## config.mk

```make
export PLATFORM = sky130hd
export DESIGN_NAME = ebr_ram_rd_arbiter
export DESIGN_NICKNAME = d
export VERILOG_FILES = /design/src/rtl/ebr_ram_rd_arbiter.sv
export SDC_FILE = /design/constraint.sdc
export NUM_CORES = 1
export LEC_CHECK = 0
export ABC_AREA = 0
export BUFFER_PORTS_ARGS = -buffer_cell sky130_fd_sc_hd__buf_4
export CAP_MARGIN = 20
export CORE_UTILIZATION = 34
export CTS_CLUSTER_DIAMETER = 50
export CTS_CLUSTER_SIZE = 40
export DETAILED_ROUTE_END_ITERATION = 6
export GPL_TIMING_DRIVEN = 0
export HOLD_SLACK_MARGIN = 0.08
export PLACE_DENSITY = 0.74
export SLEW_MARGIN = 20
export SYNTH_ARGS = -nofsm -noshare
export SYNTH_HDL_FRONTEND = slang
export SYNTH_SLANG_ARGS = --single-unit
```

## constraint.sdc

```tcl
create_clock -name i_clock -period 2.3 [get_ports i_clock]
set_input_delay 0.46 -clock i_clock [delete_from_list [all_inputs] [get_ports i_clock]]
set_output_delay 0.46 -clock i_clock [all_outputs]
set_load 0.05 [all_outputs]
```

## src/rtl/ebr_ram_rd_arbiter.sv

```systemverilog
// ebr_ram_rd_arbiter
// Round-robin arbiter sharing the single read port of one ebr_ram between two
// requesters. Each accepted address pushes the owner ID into a small tag FIFO.
// Returned words are steered to the owner at the FIFO head. The RAM returns data
// in address order, so the head is always the owner of the next word.
//
// Ports:
//   i_clock, i_reset_n            clock, synchronous active-low reset
//   i_reqN_addr/_addr_valid       requester N read address handshake (in)
//   o_reqN_addr_ready             requester N address accepted this cycle
//   o_reqN_data/_valid            returned data to requester N
//   i_reqN_ready                  requester N accepts returned data
//   o_ram_addr/_addr_valid        address to the RAM read port
//   i_ram_addr_ready              RAM accepts the address
//   i_ram_data/_valid             read data from the RAM
//   o_ram_ready                   arbiter accepts the RAM word
//   o_outstanding                 number of in-flight reads
//   o_orphan                      sticky: RAM returned data with no pending tag
module ebr_ram_rd_arbiter #(
  parameter int WIDTH           = 16,
  parameter int DEPTH           = 1024,
  parameter int MAX_OUTSTANDING = 4
) (
  input  logic                                   i_clock,
  input  logic                                   i_reset_n,
  input  logic [$clog2(DEPTH)-1:0]               i_req0_addr,
  input  logic                                   i_req0_addr_valid,
  output logic                                   o_req0_addr_ready,
  input  logic [$clog2(DEPTH)-1:0]               i_req1_addr,
  input  logic                                   i_req1_addr_valid,
  output logic                                   o_req1_addr_ready,
  output logic [WIDTH-1:0]                       o_req0_data,
  output logic                                   o_req0_valid,
  input  logic                                   i_req0_ready,
  output logic [WIDTH-1:0]                       o_req1_data,
  output logic                                   o_req1_valid,
  input  logic                                   i_req1_ready,
  output logic [$clog2(DEPTH)-1:0]               o_ram_addr,
  output logic                                   o_ram_addr_valid,
  input  logic                                   i_ram_addr_ready,
  input  logic [WIDTH-1:0]                       i_ram_data,
  input  logic                                   i_ram_valid,
  output logic                                   o_ram_ready,
  output logic [$clog2(MAX_OUTSTANDING+1)-1:0]   o_outstanding,
  output logic                                   o_orphan
);

  localparam int CW = $clog2(MAX_OUTSTANDING + 1);
  localparam int PW = $clog2(MAX_OUTSTANDING);
  localparam logic [CW-1:0] FULL_CNT = CW'(MAX_OUTSTANDING);

  logic          last;
  logic          tag_mem [MAX_OUTSTANDING];
  logic [PW-1:0] wr_ptr;
  logic [PW-1:0] rd_ptr;
  logic [CW-1:0] outstanding;
  logic          orphan;

  logic grant;
  logic full;
  logic empty;
  logic head;
  logic accept;
  logic pop;

  // Address path: grant selection and RAM address handshake
  always_comb begin
    full  = (outstanding == FULL_CNT);
    empty = (outstanding == '0);
    // On a tie the requester not granted last wins; otherwise the lone valid one.
    grant = (i_req0_addr_valid & i_req1_addr_valid) ? ~last : i_req1_addr_valid;

    o_ram_addr_valid  = (i_req0_addr_valid | i_req1_addr_valid) & ~full;
    o_ram_addr        = grant ? i_req1_addr : i_req0_addr;
    o_req0_addr_ready = i_req0_addr_valid & ~grant & i_ram_addr_ready & ~full;
    o_req1_addr_ready = i_req1_addr_valid &  grant & i_ram_addr_ready & ~full;
    accept            = o_ram_addr_valid & i_ram_addr_ready;
  end

  // Return path: steer the RAM word to the owner at the tag FIFO head
  always_comb begin
    head         = tag_mem[rd_ptr];
    o_req0_data  = i_ram_data;
    o_req1_data  = i_ram_data;
    o_req0_valid = i_ram_valid & ~empty & ~head;
    o_req1_valid = i_ram_valid & ~empty &  head;
    // With nothing pending any word is an orphan and is drained.
    o_ram_ready  = empty ? 1'b1 : (head ? i_req1_ready : i_req0_ready);
    pop          = i_ram_valid & o_ram_ready & ~empty;
  end

  // Control state
  always_ff @(posedge i_clock) begin
    if (!i_reset_n) begin
      last        <= 1'b1;
      wr_ptr      <= '0;
      rd_ptr      <= '0;
      outstanding <= '0;
      orphan      <= 1'b0;
    end else begin
      if (accept) begin
        wr_ptr <= wr_ptr + PW'(1);
        last   <= grant;
      end
      if (pop) begin
        rd_ptr <= rd_ptr + PW'(1);
      end
      if (accept && !pop) begin
        outstanding <= outstanding + CW'(1);
      end else if (pop && !accept) begin
        outstanding <= outstanding - CW'(1);
      end
      if (i_ram_valid && empty) begin
        orphan <= 1'b1;
      end
    end
  end

  // Tag storage; only entries between the pointers are meaningful
  always_ff @(posedge i_clock) begin
    if (accept) begin
      tag_mem[wr_ptr] <= grant;
    end
  end

  assign o_outstanding = outstanding;
  assign o_orphan      = orphan;

endmodule

```

Yosys cells after proc, flatten, opt, wreduce, memory -nomap -nowiden
Memory sizes are Yosys's and may differ from the RTL's. A register that Yosys moved wholly into a read port is not among the register bits.
Index checks and enable logic that the tools add are counted.
- add/subtract/negate cells: 4
- equality and inequality tests: 1
- muxes and demuxes: 10
- bitwise operators: 20
- reductions and logical operators: 7
- operators with widths (cell ; count):
    $and 1x1->1 ; 14
    $mux 10 ; 1
    $mux 3 ; 2
    $mux 1 ; 5
    $not 1->1 ; 5
    $add 2x1->2 const B ; 2
    $mux 2 ; 2
    $add 3x1->3 const B ; 1
    $eq 3x3->1 const B ; 1
    $logic_and 1x1->1 ; 3
    $logic_not 3->1 ; 1
    $sub 3x1->3 const B ; 1
    $logic_not 1->1 ; 2
    $reduce_bool 2->1 ; 1
    $or 1x1->1 ; 1
- register bits after elaboration: 9
- memory bits (writable): 4
- input bits: 44
- output and inout bits: 52
- word-level logic and storage cells: 48
- memories kept: 1
- memories (memory ; depth ; bits a word ; read ports ; clocked after Yosys merged registers in ; write ports ; RTL line ; text):
    tag_mem ; 4 ; 1 ; 1 ; 1 ; 1 ; 53 ; logic tag_mem [MAX_OUTSTANDING];

Depth between registers and ports, before layout
Gate-level depths: netlist (run 1).
- word-level depth: 8
- mapped depth: 9
- gate-level depth less buffers: 9

Worst setup path after synthesis (run 1)
Ideal clock, no wire load.
- path type: register to register
- start point: reg outstanding[0] (netlist: o_outstanding[0])
- end point: reg outstanding[2] (netlist: o_outstanding[2])
- library setup time: 0.076 ns
- arrival: 2.441 ns
- data required time: 2.224 ns
- setup slack: -0.217 ns
- cell stages (with the launch flop): 10
- path buffers: 1
- clock period less this slack: 2.517 ns
- path through: dfxtp_1 -> or3b_2 -> o211a_1 -> buf_2 -> ha_1 -> inv_1 -> fa_1 -> xor2_1 -> or3_1 -> a21boi_0
- word-level cells in the longest chain between the ends: 7
- elaborated cells on any way between the ends: 18
- classes of those cells: add/sub (2); eq/ne (1); mux (3); bitwise (6); reduce/logical (6)
- ends and longest elaborated chain (element ; RTL line ; text):
    start: declaration ; 56 ; logic [CW-1:0] outstanding;
    start signal: assignment ; 109 ; outstanding <= outstanding + CW'(1);
    start signal: assignment ; 111 ; outstanding <= outstanding - CW'(1);
    $eq 3x3->1 * ; 68 ; full = (outstanding == FULL_CNT);
    $not 1->1 * ; 73 ; o_ram_addr_valid = (i_req0_addr_valid | i_req1_addr_valid) & ~full;
    $and 1x1->1 * ; 73 ;
    $and 1x1->1 * ; 77 ; accept = o_ram_addr_valid & i_ram_addr_ready;
    net accept ; 63 ; logic accept;
    $logic_not 1->1 ; 110 ; end else if (pop && !accept) begin
    $logic_and 1x1->1 ; 110 ;
    $reduce_bool 2->1 (no line) ; - ;
The timed path passes the listed nets; every way through them passes the cells marked *. The select of a mux whose other input is x is not followed.
A chain may end at the register's enable or synchronous reset.

==> qor.yml, run 1 <==
cp_slowest_stage_delay_ns: 0.53
ctsHoldBuffers: 0
grt_pass1_vias: 960
cpMostUsedCell: "inv_2"
slowest_stage: "mux4_2"
worstMarginPinSlew_ns: 0.6001
die-width_um: 59.68
grt_pass1_wl_um: 3712
antenna_found_initial: 0
synth_seq_area_share_pct: 30.09
fin_ws_ns: -0.03022
drt-total-wl_um: 2470
synthCells: 115
setup_viol: 1
clkSinkCount: 15
critical_path.top_delay_family: "multiplexers"
postRouteAntennaNets: 0
cts_max_level: 1
die_h_um: 59.68
coreArea_um2: 3103
netlist_area_um2: 1131
grt_max_degree: 14
num_vias: 1072
slew_violations: 0
synth_cell_type_count: 30
violations: "negative setup slack"
cp.arrival_ns: 2.54
period_needed_ns: 2.330
via_per_inst: 4.376
wl_per_cell_um: 10.08
ys_ff_latch: 15
p_total_uw: 1454
synth_warnings: 0
synth_area_leaders: "buf_4 21%, dfxtp_1 19%, edfxtp_1 11%, mux2_2 10%, ha_1 5.5%"
outcome: "finished with violations"
drcViolationCount: 0
dieArea_um2: 3561
cts_tree: "yes"
relSlewSlack_pct: 59.49
worstSkewPairLatency_ns: 0.28
synthesis.nets: 165
synth_top_area_share_pct: 21.24
rsz0062_at_grt: "yes"
hpwl_um: 2095
track_usage_pct: 13.73
rows: 20
area_growth_syn_to_layout_pct: 64.38
port_buffers: 79
crit_path_start_kind: "flip-flop"
drtIter0Drc: 30
power_density_nw_per_um2: 781.9
post-place-ws_ns: -0.1272
final_nets: 252
gr-total-overflow: 0
endpoint_kind: "flip-flop"
fin_worst_skew_ns: 0.001453
drv_cap: 0
antenna_cells: 0
gp_congestion: 0.7413
cts_made_buffers: 3
p_leak_uw: 0.0009402
syn_avg_cell_area_um2: 9.836
max_freq_mhz: 429.1
drive_above_1_share_pct: 70.65
hold_viol: 0
initial_core_util_pct: 36.45
synth_top_area_cell: "buf_4"
dr.pass1.iters: 4
peakVddDrop_mv: 0.2985
hold_path_class: "input port to flip-flop"
cts_max_path_buffers: 2
crit_fanout: 2
cp_data_required_time_ns: 2.51
root_buffer: "clkbuf_4"
cts.clk_slew.worst_paths_ns: 0.09
crit_type: "flip-flop to flip-flop"
final.period_utilization_pct: 101.3
io_pins: 96
path_cells: "mux4_2, mux2i_4, inv_2, ha_4, inv_2, fa_2, xor2_1, or3_1, a21boi_1"
worst-path-buf-inv: 2
[cell usage in the layout (no fill, tap or decap), types with 2 or more instances in the layout]
master / count
buf_4: 115
mux2_2: 10
and2_1: 8
dfxtp_1: 8
ha_1: 4
edfxtp_1: 4
inv_1: 3
nand2_1: 3
mux2i_1: 3
nor2b_1: 3
clkbuf_4: 3
dfxtp_2: 3
a21boi_1: 2
o311ai_0: 2
inv_2: 2
nand3_1: 2
nor2_1: 2
o21a_1: 2
or3_1: 2
and3_2: 2
xnor2_1: 2
xor2_1: 2
a21oi_1: 2
[kinds of logic (layout without fill, tap and decap cells)]
logic type,after synthesis,in the layout,share of synthesized area (%)
fa+ha+maj,6,6,7.301
buf+inv,39,125,23.78
mux,15,15,15.82
xor+xnor,4,4,3.098
simple gates,25,25,12.83
flops,15,15,30.09
compound gates,11,11,7.079
[cell usage after synthesis, drive strengths merged]
cell type and count:
and3 3, buf 34, mux2 10, inv 5, o21ai 1, and2 8
or3 2, nor2 2, o211a 1, a21oi 2, dfxtp 11, ha 5
mux4 1, a21boi 2, o311ai 2, fa 1, mux2i 4, nand3 2
nor3 1, xor2 2, xnor2 2, nor2b 3, or3b 1, nand2 3
o211ai 1, edfxtp 4, o21a 2
[final cells by class]
| class | instances | area (µm²) |
|---|---|---|
| Fill cell | 286 | 1244 |
| Timing Repair Buffer | 82 | 615.6 |
| Clock inverter | 1 | 5.005 |
| Buffer | 34 | 252.7 |
| Sequential cell | 15 | 344.1 |
| Tap cell | 44 | 55.05 |
| Multi-Input combinational cell | 61 | 545.5 |
| Inverter | 5 | 18.77 |
| Clock buffer | 3 | 22.52 |
[repair_timing]
| item | in CTS | in global routing |
|---|---|---|
| endpoints found under the setup margin | 8 | 1 |
| resized for setup | 4 | 2 |
| buffers inserted | 3 | 0 |
[per-layer routing]
layer	vias up	part of all wire, %	global-route usage, %
met1	472	37	14.54
met2	69	51	24.76
li1	529	-	-
met4	0	0.53	5.980
met3	2	12	4.329
met5	-	0	0
[power by group]
part           total, µW  leakage, µW  internal (µW)  switching [µW]
clock                144    0.0000177           64.4            79.8
sequential           390     0.000128            329            60.6
combinational        920     0.000794            377             543
total               1450     0.000940            770             683
[metrics by stage]
stage | util, % | hold slack, ns | cells | instance area (µm²) | TNS, ns
after CTS | 59.60 | 0.4259 | 245 | 1849 | -0.1036
final | 59.92 | 0.4345 | 245 | 1859 | -0.03022
after global routing | 59.92 | 0.4371 | 245 | 1859 | -0.1631
after floorplan | - | 0.4610 | 115 | 1140 | 0
after global placement | 57.62 | 0.4729 | 238 | 1788 | -0.6444
after detailed placement | 57.62 | 0.4841 | 238 | 1788 | -0.9515
[path summary, 6_finish.rpt]
check | slack [ns] | endpoint | start | cells after the start
setup reg to reg | -0.03 | o_outstanding[2] | tag_mem[3] | 9
hold reg to reg | 0.51 | last | last | 1
setup / recovery | -0.03 | o_outstanding[2] | tag_mem[3] | 9
hold / removal | 0.43 | last | i_reset_n | 2
(Power assumes the default switching activity.)
==> run 2, diff against run 1 <==
Settings changed: ABC_AREA 0 to 1, CORE_UTILIZATION 34 to 35, PLACE_DENSITY 0.74 to 0.75.
==> qor.yml, run 2 <==
antenna_cells: 0  # unchanged
hold_path_class: "input port to flip-flop"  # unchanged
ys_ff_latch: 15  # unchanged
synth_ff_type: "dfxtp_1"  # unchanged
coreArea_um2: 3128  # was 3103 µm²
cp_slowest_stage_delay_ns: 0.45  # was 0.53 ns
synth_top_area_cell: "buf_4"  # unchanged
cts.clk_slew.worst_paths_ns: 0.09  # about the same
drcViolationCount: 0  # unchanged
crit_path_start_kind: "flip-flop"  # unchanged
synthCells: 161  # was 115
drt-total-wl_um: 2487  # was 2470 µm
nFillCells: 301  # was 286
multi_input_comb_area_um2: 524.3  # was 545.5 µm²
synth_top_area_share_pct: 20.30  # was 21.24%
via_per_inst: 3.958  # was 4.376
postCtsSetupRepairBufs: 0  # was 3
area_growth_syn_to_layout_pct: 57.72  # was 64.38%
synth.most_common_cell: "nand2_1"  # was buf_4
cts_tree: "yes"  # unchanged
postRouteAntennaNets: 0  # unchanged
grt_pass1_vias: 927  # was 960
slew_violations: 0  # unchanged
drtIter0Drc: 45  # was 30
synth_cell_type_count: 24  # was 30
final_nets: 295  # was 252
num_vias: 1140  # was 1072
endpoint_kind: "flip-flop"  # unchanged
antenna_found_initial: 0  # unchanged
cts_max_level: 1  # unchanged
die-width_um: 60.16  # was 59.68 µm
clkSinkCount: 15  # unchanged
gp_congestion: 0.7078  # was 0.7413
synth_commonest_cells: "39 x nand2_1, 32 x buf_4, 18 x inv_1"  # was 32 x buf_4, 11 x dfxtp_1, 10 x mux2_2
synth_seq_area_share_pct: 28.75  # was 30.09%
mostFrequentLayoutCells: "111 x buf_4, 39 x nand2_1, 18 x inv_1"  # was 115 x buf_4, 10 x mux2_2, 8 x and2_1, 8 x dfxtp_1
io_pins: 96  # unchanged
grt_pass1_wl_um: 3670  # was 3712 µm
slowest_stage: "dfxtp_1"  # was mux4_2
cp.arrival_ns: 2.17  # was 2.54 ns
max_freq_mhz: 502.4  # was 429.1 MHz
dpl-instance-area_um2: 1832  # was 1788 µm²
setup_tns_ns: 0  # was -0.03022 ns
synth_warnings: 0  # unchanged
die_h_um: 60.16  # was 59.68 µm
dr.pass1.iters: 4  # unchanged
async_reset_ff_share_pct: 0  # unchanged
crit_fanout: 4  # was 2
hold_viol: 0  # unchanged
worstMarginPinSlew_ns: 0.2234  # was 0.6001 ns
regArea_um2: 341.6  # was 344.1 µm²
cts_made_buffers: 3  # unchanged
track_usage_pct: 12.94  # was 13.73%
root_buffer: "clkbuf_4"  # unchanged
crit_type: "flip-flop to flip-flop"  # unchanged
dieArea_um2: 3619  # was 3561 µm²
drive_above_1_share_pct: 55.33  # was 70.65%
setup_viol: 0  # was 1
hpwl_um: 2081  # was 2095 µm
synth-edff-count: 4  # unchanged
fin_worst_skew_ns: 0.005091  # was 0.001453 ns
final.period_utilization_pct: 86.54  # was 101.3%
power_density_nw_per_um2: 812.1  # was 781.9 nW/µm²
outcome: "completed"  # was finished with violations
rsz0062_at_grt: "no"  # was yes
initial_core_util_pct: 37.84  # was 36.45%
drv_cap: 0  # unchanged
final_common_cell: "buf_4"  # unchanged
netlist_area_um2: 1184  # was 1131 µm²
rows: 20  # unchanged
wl_per_cell_um: 8.635  # was 10.08 µm
peakVddDrop_mv: 0.7232  # was 0.2985 mV
gr-total-overflow: 0  # unchanged
cp_data_required_time_ns: 2.47  # was 2.51 ns
p_leak_uw: 0.001004  # was 0.0009402 µW
synth_area_leaders: "buf_4 20%, dfxtp_1 19%, nand2_1 12%, edfxtp_1 10%, inv_1 5.7%"  # was buf_4 21%, dfxtp_1 19%, edfxtp_1 11%, mux2_2 10%, ha_1 5.5%
path_cells: "inv_1, nand3_2, nand2_2, nor2_4, ha_1, inv_1, fa_1, a21oi_1, o21ai_0, o21ai_0, a21oi_1"  # was mux4_2, mux2i_4, inv_2, ha_4, inv_2, fa_2, xor2_1, or3_1, a21boi_1
synthesis.nets: 211  # was 165
worstSkewPairLatency_ns: 0.28  # about the same
period_needed_ns: 1.990  # was 2.330 ns
syn_avg_cell_area_um2: 7.352  # was 9.836 µm²
relSlewSlack_pct: 85.09  # was 59.49%
grt_max_degree: 14  # unchanged
post-route-cell-area_um2: 1867  # was 1859 µm²
cts_max_path_buffers: 2  # unchanged
port_buffers: 79  # unchanged
-- run 2: cell types whose count changed in the layout (fill, tap and decap cells not counted), sizes merged, moves of 4 or more --
cell	before	now
o21ai	1	6
a21oi	2	12
mux2	10	0
nand2	3	46
nor2	2	10
inv	5	20
nand3	2	7
mux2i	4	0
and2	8	0
-- run 2: path summary, 6_finish.rpt --
path	slack, ns	cells past startpoint	to	from
hold / removal	0.38	2	last	i_reset_n
setup reg to reg	0.31	11	o_outstanding[2]	o_outstanding[1]
setup / recovery	0.31	11	o_outstanding[2]	o_outstanding[1]
hold reg to reg	0.46	2	o_orphan	o_orphan
-- run 2: area by class of cell --
cell class	instances	area share [%]
Inverter	20	4.021
Sequential cell	15	18.30
Multi-Input combinational cell	92	28.08
Tap cell	44	2.949
Timing Repair Buffer	79	31.77
Clock buffer	3	1.206
Buffer	34	13.40
Clock inverter	1	0.2681
-- run 2: kinds of logic (layout without fill, tap and decap cells) --
logic type | after synthesis | after routing | share of synthesized area, %
AOI/OAI and AO/OA | 19 | 19 | 8.245
DFF | 15 | 15 | 28.75
xor gates and xnor gates | 1 | 1 | 0.7401
adders and majority gates | 6 | 6 | 6.977
buffers and inverters | 54 | 137 | 27.48
and+or+nand+nor | 66 | 66 | 27.80
-- run 2: layer usage --
layer	routed length [µm]	track usage, %	vias to the layer above
met5	0	0	-
met4	8	1.993	0
met1	960	15.75	476
li1	-	-	632
met2	1403	23.08	30
met3	115	3.247	2
-- run 2: worst max-delay path: cells and delay by family, from the launching register on --
family	cells	cell delay [ns]
adders and majority gates	2	0.52
AOI/OAI and AO/OA	4	0.46
DFF	1	0.45
and+or+nand+nor	3	0.28
buffers and inverters	2	0.16
-- run 2: stage by stage --
| step | hold slack, ns | power [µW] | setup WS, ns | std cells | util [%] |
|---|---|---|---|---|---|
| final | 0.3842 | 1516 | 0.3096 | 288 | 59.68 |
| after global routing | 0.3778 | 1632 | 0.002950 | 288 | 59.68 |
| after global placement | 0.4400 | 1356 | 0.2949 | 284 | 58.56 |
| after floorplan | 0.4333 | 1106 | 0.003823 | 161 | - |
| after detailed placement | 0.4481 | 1365 | 0.2787 | 284 | 58.56 |
| after CTS | 0.3747 | 1511 | 0.2645 | 288 | 59.44 |
-- run 2: power breakdown --
group	internal, µW	total [µW]	switching [µW]
clock network	64.5	146	81.1
logic	335	977	641
registers	330	394	64.2
total	729	1520	787
-- run 2: repair_timing --
item	4_1_cts	5_1_grt
resized for setup	0	2
hold buffers	0	0
hold endpoints to repair	0	0
endpoints found under the setup margin	0	1
==> run 3, diff against run 2 <==
Settings changed: SETUP_SLACK_MARGIN set to 0.5.
==> qor.yml, run 3 (synthesized netlist as in run 2, its figures left out) <==
outcome: "completed"  # unchanged
hold_path_class: "input port to flip-flop"  # unchanged
port_buffers: 79  # unchanged
hold_viol: 0  # unchanged
io_pins: 96  # unchanged
gp_congestion: 0.6922  # was 0.7078
crit_fanout: 4  # unchanged
drv_cap: 0  # unchanged
hpwl_um: 2179  # was 2081 µm
endpoint_kind: "output port"  # was flip-flop
mostFrequentLayoutCells: "115 x buf_4, 35 x nand2_1, 13 x inv_1"  # was 111 x buf_4, 39 x nand2_1, 18 x inv_1
multi_input_comb_area_um2: 614.3  # was 524.3 µm²
dr.pass1.iters: 4  # unchanged
grt_max_degree: 14  # unchanged
cts_tree: "yes"  # unchanged
power_density_nw_per_um2: 846.1  # was 812.1 nW/µm²
rrSetupSlack_ns: 0.40  # was 0.31 ns
antenna_found_initial: 0  # unchanged
cts_made_buffers: 3  # unchanged
crit_path_start_kind: "flip-flop"  # unchanged
die_h_um: 60.16  # unchanged
final.period_utilization_pct: 82.61  # was 86.54%
worstSkewPairLatency_ns: 0.27  # was 0.28 ns
track_usage_pct: 14.35  # was 12.94%
fin_worst_skew_ns: 0.001216  # was 0.005091 ns
period_needed_ns: 1.900  # was 1.990 ns
r2r_cells: 12  # was 11
drcViolationCount: 0  # unchanged
comb_power_share_pct: 67.9  # was 64.4%
initial_core_util_pct: 37.84  # unchanged
coreArea_um2: 3128  # unchanged
final_nets: 303  # was 295
root_buffer: "clkbuf_4"  # unchanged
grt_pass1_vias: 977  # was 927
fin_util_pct: 66.12  # was 59.68%
clkSinkCount: 15  # unchanged
max_freq_mhz: 526.3  # was 502.4 MHz
p_leak_uw: 0.001062  # was 0.001004 µW
peakVddDrop_mv: 0.6711  # was 0.7232 mV
grt_pass1_wl_um: 3981  # was 3670 µm
worstMarginPinSlew_ns: 0.2193  # was 0.2234 ns
drive_above_1_share_pct: 65.48  # was 55.33%
cts_max_path_buffers: 2  # unchanged
antenna_cells: 0  # unchanged
cts_max_level: 1  # unchanged
slew_violations: 0  # unchanged
area_growth_syn_to_layout_pct: 74.74  # was 57.72%
swShare_pct: 50.13  # was 51.89%
cp.arrival_ns: 1.44  # was 2.17 ns
crit_type: "flip-flop to output port"  # was flip-flop to flip-flop
num_vias: 1225  # was 1140
gr-total-overflow: 0  # unchanged
nFillCells: 283  # was 301
seq_power_share_pct: 24.0  # was 26.0%
setup_viol: 0  # unchanged
endpoint: "o_ram_ready"  # was o_outstanding[2]
p_total_uw: 1750  # was 1516 µW
die-width_um: 60.16  # unchanged
regArea_um2: 357.8  # was 341.6 µm²
drt-total-wl_um: 2839  # was 2487 µm
relSlewSlack_pct: 85.33  # was 85.09%
r2r-end: "o_outstanding[2]"  # unchanged
p_sw_uw: 877.3  # was 786.7 µW
rsz0062_at_grt: "yes"  # was no
via_per_inst: 4.139  # was 3.958
dieArea_um2: 3619  # unchanged
final_common_cell: "buf_4"  # unchanged
clkPwrFrac_pct: 8.1  # was 9.6%
cts.clk_slew.worst_paths_ns: 0.08  # was 0.09 ns
drtIter0Drc: 12  # was 45
ctsHoldBuffers: 0  # unchanged
setup_tns_ns: 0  # unchanged
p_int_uw: 872.6  # was 729.4 µW
cp_data_required_time_ns: 1.84  # was 2.47 ns
wl_per_cell_um: 9.591  # was 8.635 µm
postRouteAntennaNets: 0  # unchanged
rows: 20  # unchanged
==> run 3: power by group through the flow <==
stage | clock [µW] | combinational (µW) | sequential (µW)
after floorplan | 0 | 650 | 514
after global placement | 0 | 995 | 419
after detailed placement | 0 | 1010 | 421
after CTS | 149 | 1080 | 419
after global routing | 160 | 1270 | 431
final | 142 | 1190 | 420
==> run 3: cell type report <==
cell class                      count  share of cell area, %
Timing Repair Buffer               87                  32.49
Multi-Input combinational cell     92                  29.70
Sequential cell                    15                  17.30
Buffer                             34                  12.70
Inverter                           20                  3.872
Tap cell                           44                  2.662
Clock buffer                        4                  1.270
==> run 3: per-stage QoR <==
step	instance area, µm²	hold slack [ns]	worst slack, ns	std cells
2_1_floorplan	1212	0.4333	0.4810	161
3_3_place_gp	1861	0.4409	0.3957	284
3_5_place_dp	1861	0.4511	0.3771	284
4_1_cts	1968	0.3895	0.4312	292
5_1_grt	2068	0.3948	0.2656	296
6_report	2068	0.3995	0.3999	296
==> run 3: worst min path at each step <==
stage | to | startpoint | slack [ns] | cells past startpoint
6_report | last | i_reset_n | 0.40 | 2
5_1_grt | last | i_reset_n | 0.39 | 2
4_1_cts | last | i_reset_n | 0.39 | 2
3_5_place_dp | last | last | 0.45 | 2
3_3_place_gp | o_orphan | o_orphan | 0.44 | 2
2_1_floorplan | last | last | 0.43 | 2
==> run 3: worst max-delay path: stages (launching register included) <==
cell     delay, ns
dfxtp_4       0.37
inv_4         0.07
nand2_4       0.05
nand3_4       0.11
nand2_4       0.07
nand2_2       0.06
nand2_2       0.06
or2_1         0.22
buf_6         0.16
==> run 3: metal layers <==
metal,GRT usage (%),up-vias,routed length (µm)
met4,5.980,0,19
met3,1.732,2,112
met1,17.11,540,1065
li1,-,649,-
met2,25.59,34,1642
met5,0,-,0
==> run 3: what timing repair did <==
item                                    CTS  global route
setup buffers                             4             4
resized for setup                        13            21
pin swaps                                 6            14
hold endpoints to repair                  0             0
endpoints found under the setup margin   14            15
